File: config.mk
export PLATFORM = sky130hd
export DESIGN_NAME = kernel_loader
export DESIGN_NICKNAME = d
export VERILOG_FILES = /design/src/rtl/kernel_pkg.sv /design/src/rtl/kl_wrap_counter.sv /design/src/rtl/kernel_loader.sv
export SDC_FILE = /design/constraint.sdc
export NUM_CORES = 1
export LEC_CHECK = 0
export ABC_AREA = 1
export ABC_CLOCK_PERIOD_IN_PS = 3600
export CAP_MARGIN = 20
export CORE_MARGIN = 10
export CORE_UTILIZATION = 53
export CTS_BUF_LIST = sky130_fd_sc_hd__clkbuf_8
export CTS_CLUSTER_DIAMETER = 30
export DETAILED_ROUTE_END_ITERATION = 6
export GPL_ROUTABILITY_DRIVEN = 0
export PLACE_DENSITY = 0.86
export SLEW_MARGIN = 10
export SYNTH_ARGS = -nofsm -noshare
export SYNTH_HDL_FRONTEND = slang
export SYNTH_SLANG_ARGS = --single-unit
File: constraint.sdc
create_clock -name clk -period 3.6 [get_ports clk]
set_clock_uncertainty 0.2 [all_clocks]
set_input_delay 0.72 -clock clk [delete_from_list [all_inputs] [get_ports clk]]
set_output_delay 0.72 -clock clk [all_outputs]
set_load 0.03 [all_outputs]
File: src/rtl/kernel_pkg.sv
// Shared constants, FSM state type and set-count clamp for the kernel loader.
package kernel_pkg;

  localparam int TAPS     = 9;
  localparam int MAX_SETS = 14;

  typedef enum logic [1:0] {
    IDLE = 2'd0,
    LOAD = 2'd1,
    DONE = 2'd2
  } state_t;

  // Only 14 nine-tap sets fit in a 128-word block.
  function automatic logic [3:0] clamp_sets(input logic [3:0] n);
    return (n > 4'(MAX_SETS)) ? 4'(MAX_SETS) : n;
  endfunction

endpackage

File: src/rtl/kl_wrap_counter.sv
// Modulo-MODULO up-counter with enable, synchronous clear and a wrap flag.
module kl_wrap_counter #(
  parameter int MODULO = 9,
  parameter int W      = (MODULO > 1) ? $clog2(MODULO) : 1
) (
  input  logic         clk,
  input  logic         rst,
  input  logic         clr,
  input  logic         en,
  output logic [W-1:0] count,
  output logic         wrap
);

  // wrap marks the enabled step that returns the count to zero.
  assign wrap = en && (count == W'(MODULO - 1));

  always_ff @(posedge clk) begin
    if (rst || clr) begin
      count <= '0;
    end else if (en) begin
      count <= wrap ? '0 : count + W'(1);
    end
  end

endmodule

File: src/rtl/kernel_loader.sv
// Streams kernel coefficients into 32 one-hot-selected memory blocks,
// set by set, with every output registered.
module kernel_loader
  import kernel_pkg::*;
#(
  parameter int WIDTH      = 16,
  parameter int HEIGHT     = 128,
  parameter int NUM_BLOCKS = 32
) (
  input  logic                       clk,
  input  logic                       rst,
  input  logic                       start,
  input  logic [3:0]                 num_sets,
  input  logic [WIDTH-1:0]           coef_in,
  input  logic                       coef_valid,
  output logic                       coef_ready,
  output logic [$clog2(HEIGHT)-1:0]  KERNEL_write_addr,
  output logic [WIDTH-1:0]           KERNEL_din,
  output logic [NUM_BLOCKS-1:0]      KERNEL_we,
  output logic                       busy,
  output logic                       done
);

  localparam int ADDR_W = $clog2(HEIGHT);
  localparam int TAP_W  = $clog2(TAPS);
  localparam int BLK_W  = $clog2(NUM_BLOCKS);
  localparam int SET_W  = $clog2(MAX_SETS);

  state_t              state, next_state;
  logic                accept, clr, last_beat;
  logic [TAP_W-1:0]    tap_cnt;
  logic [BLK_W-1:0]    blk_cnt;
  logic [SET_W-1:0]    set_cnt, last_set;
  logic                tap_wrap, blk_wrap, set_wrap_unused;
  logic [ADDR_W-1:0]   set_base;

  logic [NUM_BLOCKS-1:0] we_d;
  logic [ADDR_W-1:0]     addr_d;
  logic [WIDTH-1:0]      din_d;
  logic                  ready_d, busy_d, done_d;

  assign accept    = coef_valid && (state == LOAD);
  assign clr       = (state != LOAD);
  assign last_beat = blk_wrap && (set_cnt == last_set);

  kl_wrap_counter #(.MODULO(TAPS), .W(TAP_W)) u_tap_cnt (
    .clk(clk), .rst(rst), .clr(clr), .en(accept),
    .count(tap_cnt), .wrap(tap_wrap)
  );

  kl_wrap_counter #(.MODULO(NUM_BLOCKS), .W(BLK_W)) u_blk_cnt (
    .clk(clk), .rst(rst), .clr(clr), .en(tap_wrap),
    .count(blk_cnt), .wrap(blk_wrap)
  );

  kl_wrap_counter #(.MODULO(MAX_SETS), .W(SET_W)) u_set_cnt (
    .clk(clk), .rst(rst), .clr(clr), .en(blk_wrap),
    .count(set_cnt), .wrap(set_wrap_unused)
  );

  // Running 9*set address base, advanced by addition instead of a multiply.
  always_ff @(posedge clk) begin
    if (rst || clr) begin
      set_base <= '0;
    end else if (blk_wrap) begin
      set_base <= set_base + ADDR_W'(TAPS);
    end
  end

  always_ff @(posedge clk) begin
    if (rst) begin
      last_set <= '0;
    end else if (state == IDLE && start) begin
      last_set <= SET_W'(clamp_sets(num_sets) - 4'd1);
    end
  end

  always_ff @(posedge clk) begin
    if (rst) begin
      state <= IDLE;
    end else begin
      state <= next_state;
    end
  end

  always_comb begin
    next_state = state;
    case (state)
      IDLE: if (start) next_state = (num_sets != 4'd0) ? LOAD : DONE;
      LOAD: if (last_beat) next_state = DONE;
      DONE: next_state = IDLE;
      default: next_state = IDLE;
    endcase
  end

  // Outputs are computed one cycle ahead and registered below.
  always_comb begin
    we_d = '0;
    if (accept) we_d[blk_cnt] = 1'b1;
    addr_d  = accept ? (set_base + ADDR_W'(tap_cnt)) : KERNEL_write_addr;
    din_d   = accept ? coef_in : KERNEL_din;
    ready_d = (next_state == LOAD);
    busy_d  = (next_state != IDLE);
    done_d  = (next_state == DONE);
  end

  always_ff @(posedge clk) begin
    if (rst) begin
      KERNEL_we         <= '0;
      KERNEL_write_addr <= '0;
      KERNEL_din        <= '0;
      coef_ready        <= 1'b0;
      busy              <= 1'b0;
      done              <= 1'b0;
    end else begin
      KERNEL_we         <= we_d;
      KERNEL_write_addr <= addr_d;
      KERNEL_din        <= din_d;
      coef_ready        <= ready_d;
      busy              <= busy_d;
      done              <= done_d;
    end
  end

endmodule

# After elaboration in Yosys (flattened, before gate mapping)

Cells that the tools add are included.

Equality and inequality tests: 8
Reduce and logical (&&, ||, !) cells: 12
Muxes and demuxes: 10
Add/sub/neg operators: 6
Order comparisons: 3
Bitwise operators: 1

Operators by type and width:

| cell                                                               | count |
|---|---|
| two-way mux 4 bit                                                  | 3 |
| adder 4 x 1 -> 4 bit (second input constant)                       | 2 |
| equality test 4 bit (second input constant)                        | 2 |
| adder 7 x 4 -> 7 bit                                               | 1 |
| adder 7 x 4 -> 7 bit (second input constant)                       | 1 |
| logical AND 1 bit                                                  | 7 |
| less-than comparator 5 x 6 -> 1 bit (second input constant)        | 1 |
| two-way mux 2 bit                                                  | 3 |
| adder 5 x 1 -> 5 bit (second input constant)                       | 1 |
| demux 1 bit (select 5 bit)                                         | 1 |
| equality test 5 bit (second input constant)                        | 1 |
| greater-or-equal comparator 5 x 1 -> 1 bit (second input constant) | 1 |
| two-way mux 5 bit                                                  | 1 |
| equality test 2 x 1 -> 1 bit (second input constant)               | 2 |
| equality test 4 bit                                                | 1 |
| > comparator 4 bit (second input constant)                         | 1 |
| case mux 2 bit (2 select lines)                                    | 1 |
| nonzero test 4 bit                                                 | 1 |
| subtractor 4 x 1 -> 4 bit (second input constant)                  | 1 |
| equality test 2 bit (second input constant)                        | 1 |
| logical NOT 2 bit                                                  | 1 |
| inequality test 2 x 1 -> 1 bit (second input constant)             | 1 |
| nonzero test 2 bit                                                 | 1 |
| OR reduction 2 bit                                                 | 1 |
| other kinds (3)                                                    | 3 |

Bits in registers: 84
Logic and storage cells: 52
Input bits: 24

# Depth between registers and ports, before layout

Word-level depth: 8
Gate-level depth with buffers: 10

# Modules after synthesis

A second synthesis with hierarchy kept.

Cell total of the unflattened synthesis: 416
Area, all modules: 3,311.9 µm²

By module, submodules not included:

| module                      | area an instance (µm²) | times used | cells an instance |
|---|---|---|---|
| kernel_loader               | 2,621.3                | 1          | 319 |
| kl_wrap_counter (u_blk_cnt) | 246.5                  | 1          | 34 |
| kl_wrap_counter (u_tap_cnt) | 225.2                  | 1          | 32 |
| kl_wrap_counter (u_set_cnt) | 219.0                  | 1          | 31 |

# Least setup slack after synthesis

No wires, ideal clock.

Kind: input-to-reg
From: input port coef_valid
To: register busy
Setup time: 0.116 ns
Setup slack: 1.776 ns
Required time: 3.284 ns
Data arrival time: 1.509 ns
Path buffers: 1
Stages: 8
Cell sequence: nand3_4 > nor2_4 > nand2_2 > buf_6 > o21bai_2 > nand2_1 > nand2_1 > nand2_1

Cells in the longest elaborated chain, start to end: 7

RTL lines:

| what                            | line                  | RTL |
|---|---|---|
| start, declared                 | kernel_loader.sv:15   | `input logic coef_valid,` |
| logical AND 1 bit               | kernel_loader.sv:42   | `assign accept = coef_valid && (state == LOAD);` |
| logical AND 1 bit (2 in a row)  | kl_wrap_counter.sv:15 | `assign wrap = en && (count == W'(MODULO - 1));` |
| logical AND 1 bit               | kernel_loader.sv:44   | `assign last_beat = blk_wrap && (set_cnt == last_set);` |
| two-way mux 2 bit               | kernel_loader.sv:90   | `LOAD: if (last_beat) next_state = DONE;` |
| case mux 2 bit (2 select lines) | kernel_loader.sv:88   | `case (state)` |
| nonzero test 2 bit              | kernel_loader.sv:103  | `busy_d = (next_state != IDLE);` |
| end signal, assigned            | kernel_loader.sv:120  | `busy <= busy_d;` |
| end, declared                   | kernel_loader.sv:20   | `output logic busy,` |

Every way passes these cells.
A chain may end at the register's enable or synchronous reset.

# Final worst setup path

From: input port coef_valid
To: register set_base[6]

Cells in the longest elaborated chain, start to end: 3

RTL lines:

| what                           | line                  | RTL |
|---|---|---|
| logical AND 1 bit              | kernel_loader.sv:42   |  |
| logical AND 1 bit (2 in a row) | kl_wrap_counter.sv:15 |  |
| end signal, assigned           | kernel_loader.sv:66   | `set_base <= set_base + ADDR_W'(TAPS);` |
| end, declared                  | kernel_loader.sv:35   | `logic [ADDR_W-1:0] set_base;` |

Every way passes these cells.

==> out/metrics.cfg <==
[sta]
setup_viol = 0
fin_tns_setup_ns = 0
hold_viol = 0
rsz0062_at_grt = false
hold_slack_ns = 0.267
period_share_pct = 67.2
worst_pin_slew_ns = 0.489
clock.fmax_mhz = 413
slew_headroom_pct = 67.3
drv_slew = 0
fin_crit_ns = 2.42

[clocking]
ctsHtreeMaxLevel = 3
postCtsSetupRepairBufs = 0
cts_buffer_depth = 2
root_buffer = clkbuf_8
clk_pin_slew_ns = 0.08
cts_tree = yes
hold_buffers = 0
clk_latency_ns = 0.35
cts_resized = 0
numClockSinks = 84
cts_inserted_buffers = 9

[logic_synthesis]
synth_cell_types = 31
seq_area_frac_synth_pct = 51.9
synth_top_cell_by_area = dfxtp_1
post-synth-top-count-cell = nand2_1
synth_nets = 438
synth_fa_ha_area_share_pct = 6.03
ys_async_sr_fraction_pct = 0
synth_xor_area_share_pct = 2.43
synth_top_family_by_area = simple AND/OR/NAND/NOR gates
synth_common_cells = nand2_1, dfxtp_1, nor2_1, inv_1, a21oi_1
syn_area_um2 = 3240
synth_ff_type = dfxtp_1
muxShareOfSynthArea_pct = 0
ys_ff_latch = 84
synth_compound_area_share_pct = 10.1
synthSimpleGateAreaFrac_pct = 23.3
synthTopCellsByArea = dfxtp_1, nand2_1, nor2_1
synthCells = 399
syn_area_per_cell_um2 = 8.12
ys_warn_count = 0
synth_edf_count = 0
yosys.area.top_type_share_pct = 51.9

[grt]
antenna_found_initial = 0
grt_pass1_vias = 2701
track_usage_pct = 15.4
grt_pass1_wl_um = 12500
grt_remaining_overflow = 0
grt_max_degree = 29

[layout]
layout-drive-gt1-share_pct = 5.32
fill_cells = 444
seq_area_um2 = 1680
final_cell_area_um2 = 4310
diodes = 0
multi_input_area_um2 = 1360
fin_util_pct = 72.8
area_growth_pct = 33.2
finalNetCount = 523

[routing]
drt_iter0_drc = 87
wl_per_cell_um = 13.6
via_per_inst = 4.96
finalWirelength_um = 7650
drc = 0
ant_nets = 0
via_count = 2795
drtPass1Iterations = 4

[min_path]
hold_path_depth = 2
hp-start = KERNEL_din[5]
holdPathEnd = KERNEL_din[5]
min_path_type = flop to flop

[setup_path]
cpLargestDelayFamily = simple AND/OR/NAND/NOR gates
worstPathCellList = clkdlybuf4s50_1 > nand3_4 > nor2_4 > nand2_2 > nor2_1 > nand2_1 > nand2_1 > a21oi_1
ff2ff_setup_slack_ns = 1.63
critPathMaxFanout = 28
path_class = input pin to flop
critPathSlowestCell = clkdlybuf4s50_1
cp_data_arrival_time_ns = 2.46
path_common_cell = nand2_1
endpoint_kind = flop
timing.rr.start = state[0]
critPathBufInv = 1
critPathLaunchType = input pin
required_ns = 3.64
r2r_end = set_base[6]
cp_slowest_stage_delay_ns = 0.50
rr_worst_depth = 7

[floorplanning]
num_io_pins = 82
num_rows = 28
fp.dieW_um = 98.2
core-area_um2 = 5920
die_area_um2 = 9640
die_h_um = 98.2
start_util_pct = 54.7

[pwr]
power_w = 0.00178
p_leak_nw = 1.70
ir_drop_mv = 0.373
cellPowerDensity_nw_per_um2 = 413

[outcome]
status = complete, no violations

[placement]
placed_cell_area_um2 = 4110
port_buffers = 81
dp_hpwl_um = 5690

[flow_run]
max_cap_viol_count = 0

where the power goes:
group,internal [W],switching (W),total [W]
Sequential,0.000948,0.0000113,0.000959
Combinational,0.0000662,0.0000868,0.000153
Clock,0.000324,0.000345,0.000669
layout by cell type, fill, tap and decap left out, types with 3 or more instances in the layout:
cell type        instances
nor3_1                   5
nand2_1                 92
xnor2_1                  3
nor2_1                  53
ha_1                    14
dfxtp_1                 84
inv_1                   41
a21oi_1                 31
xor2_1                   6
o21ai_0                 14
clkdlybuf4s50_1         81
clkbuf_8                 9
a211oi_1                 3
clkinv_4                 3
nor2_2                   3
nand3_1                 21
worst max-delay path by stage:
stage	slack, ns	to	depth (start not counted)	start
2_1_floorplan	1.78	busy	8	coef_valid
4_1_cts	1.19	set_base[6]	8	coef_valid
3_5_place_dp	0.81	set_base[6]	8	coef_valid
5_1_grt	0.99	set_base[4]	7	coef_valid
3_3_place_gp	0.87	u_set_cnt.count[2]	8	coef_valid
6_report	1.18	set_base[6]	8	coef_valid
cells by family after synthesis:
kind of cell | count (synthesis)
AO/OA/AOI/OAI | 59
AND/OR/NAND/NOR | 181
buffers and inverters | 51
adder cells (fa/ha/maj) | 15
flip-flops | 84
XOR/XNOR | 9
tightest hold or removal path, stage by stage (launching register included):
cell	delay (ns)
dfxtp_1	0.31
nand2_1	0.06
a21oi_1	0.05
final cells by class:
| type | count | share of cell area, % |
|---|---|---|
| Timing Repair Buffer | 83 | 19.1 |
| Sequential cell | 84 | 39.0 |
| Multi-Input combinational cell | 264 | 31.4 |
| Tap cell | 75 | 2.18 |
| Clock buffer | 9 | 2.87 |
| Inverter | 42 | 3.66 |
| Clock inverter | 7 | 1.74 |
flip-flops by register name, summed over array words and instances, names as in the netlist, 2 cells and up:
| register | flops |
|---|---|
| u_tap_cnt.count | 4 |
| KERNEL_write_addr | 7 |
| state | 2 |
| u_set_cnt.count | 4 |
| KERNEL_din | 16 |
| KERNEL_we | 32 |
| set_base | 7 |
| last_set | 4 |
| u_blk_cnt.count | 5 |
metrics by stage:
stage,cells,setup slack (ns)
after floorplan,399,1.78
after global placement,548,0.870
after detailed placement,548,0.809
after CTS,564,1.19
after global routing,564,0.988
final,564,1.18
layer usage:
layer	up-vias	GRT usage [%]	share of wire, %
met5	-	0	0
met4	0	6.95	1.5
met3	12	5.00	6.2
met2	65	28.5	52
met1	1281	15.2	40
li1	1437	-	-
Power figures use the tool's default switching activity.
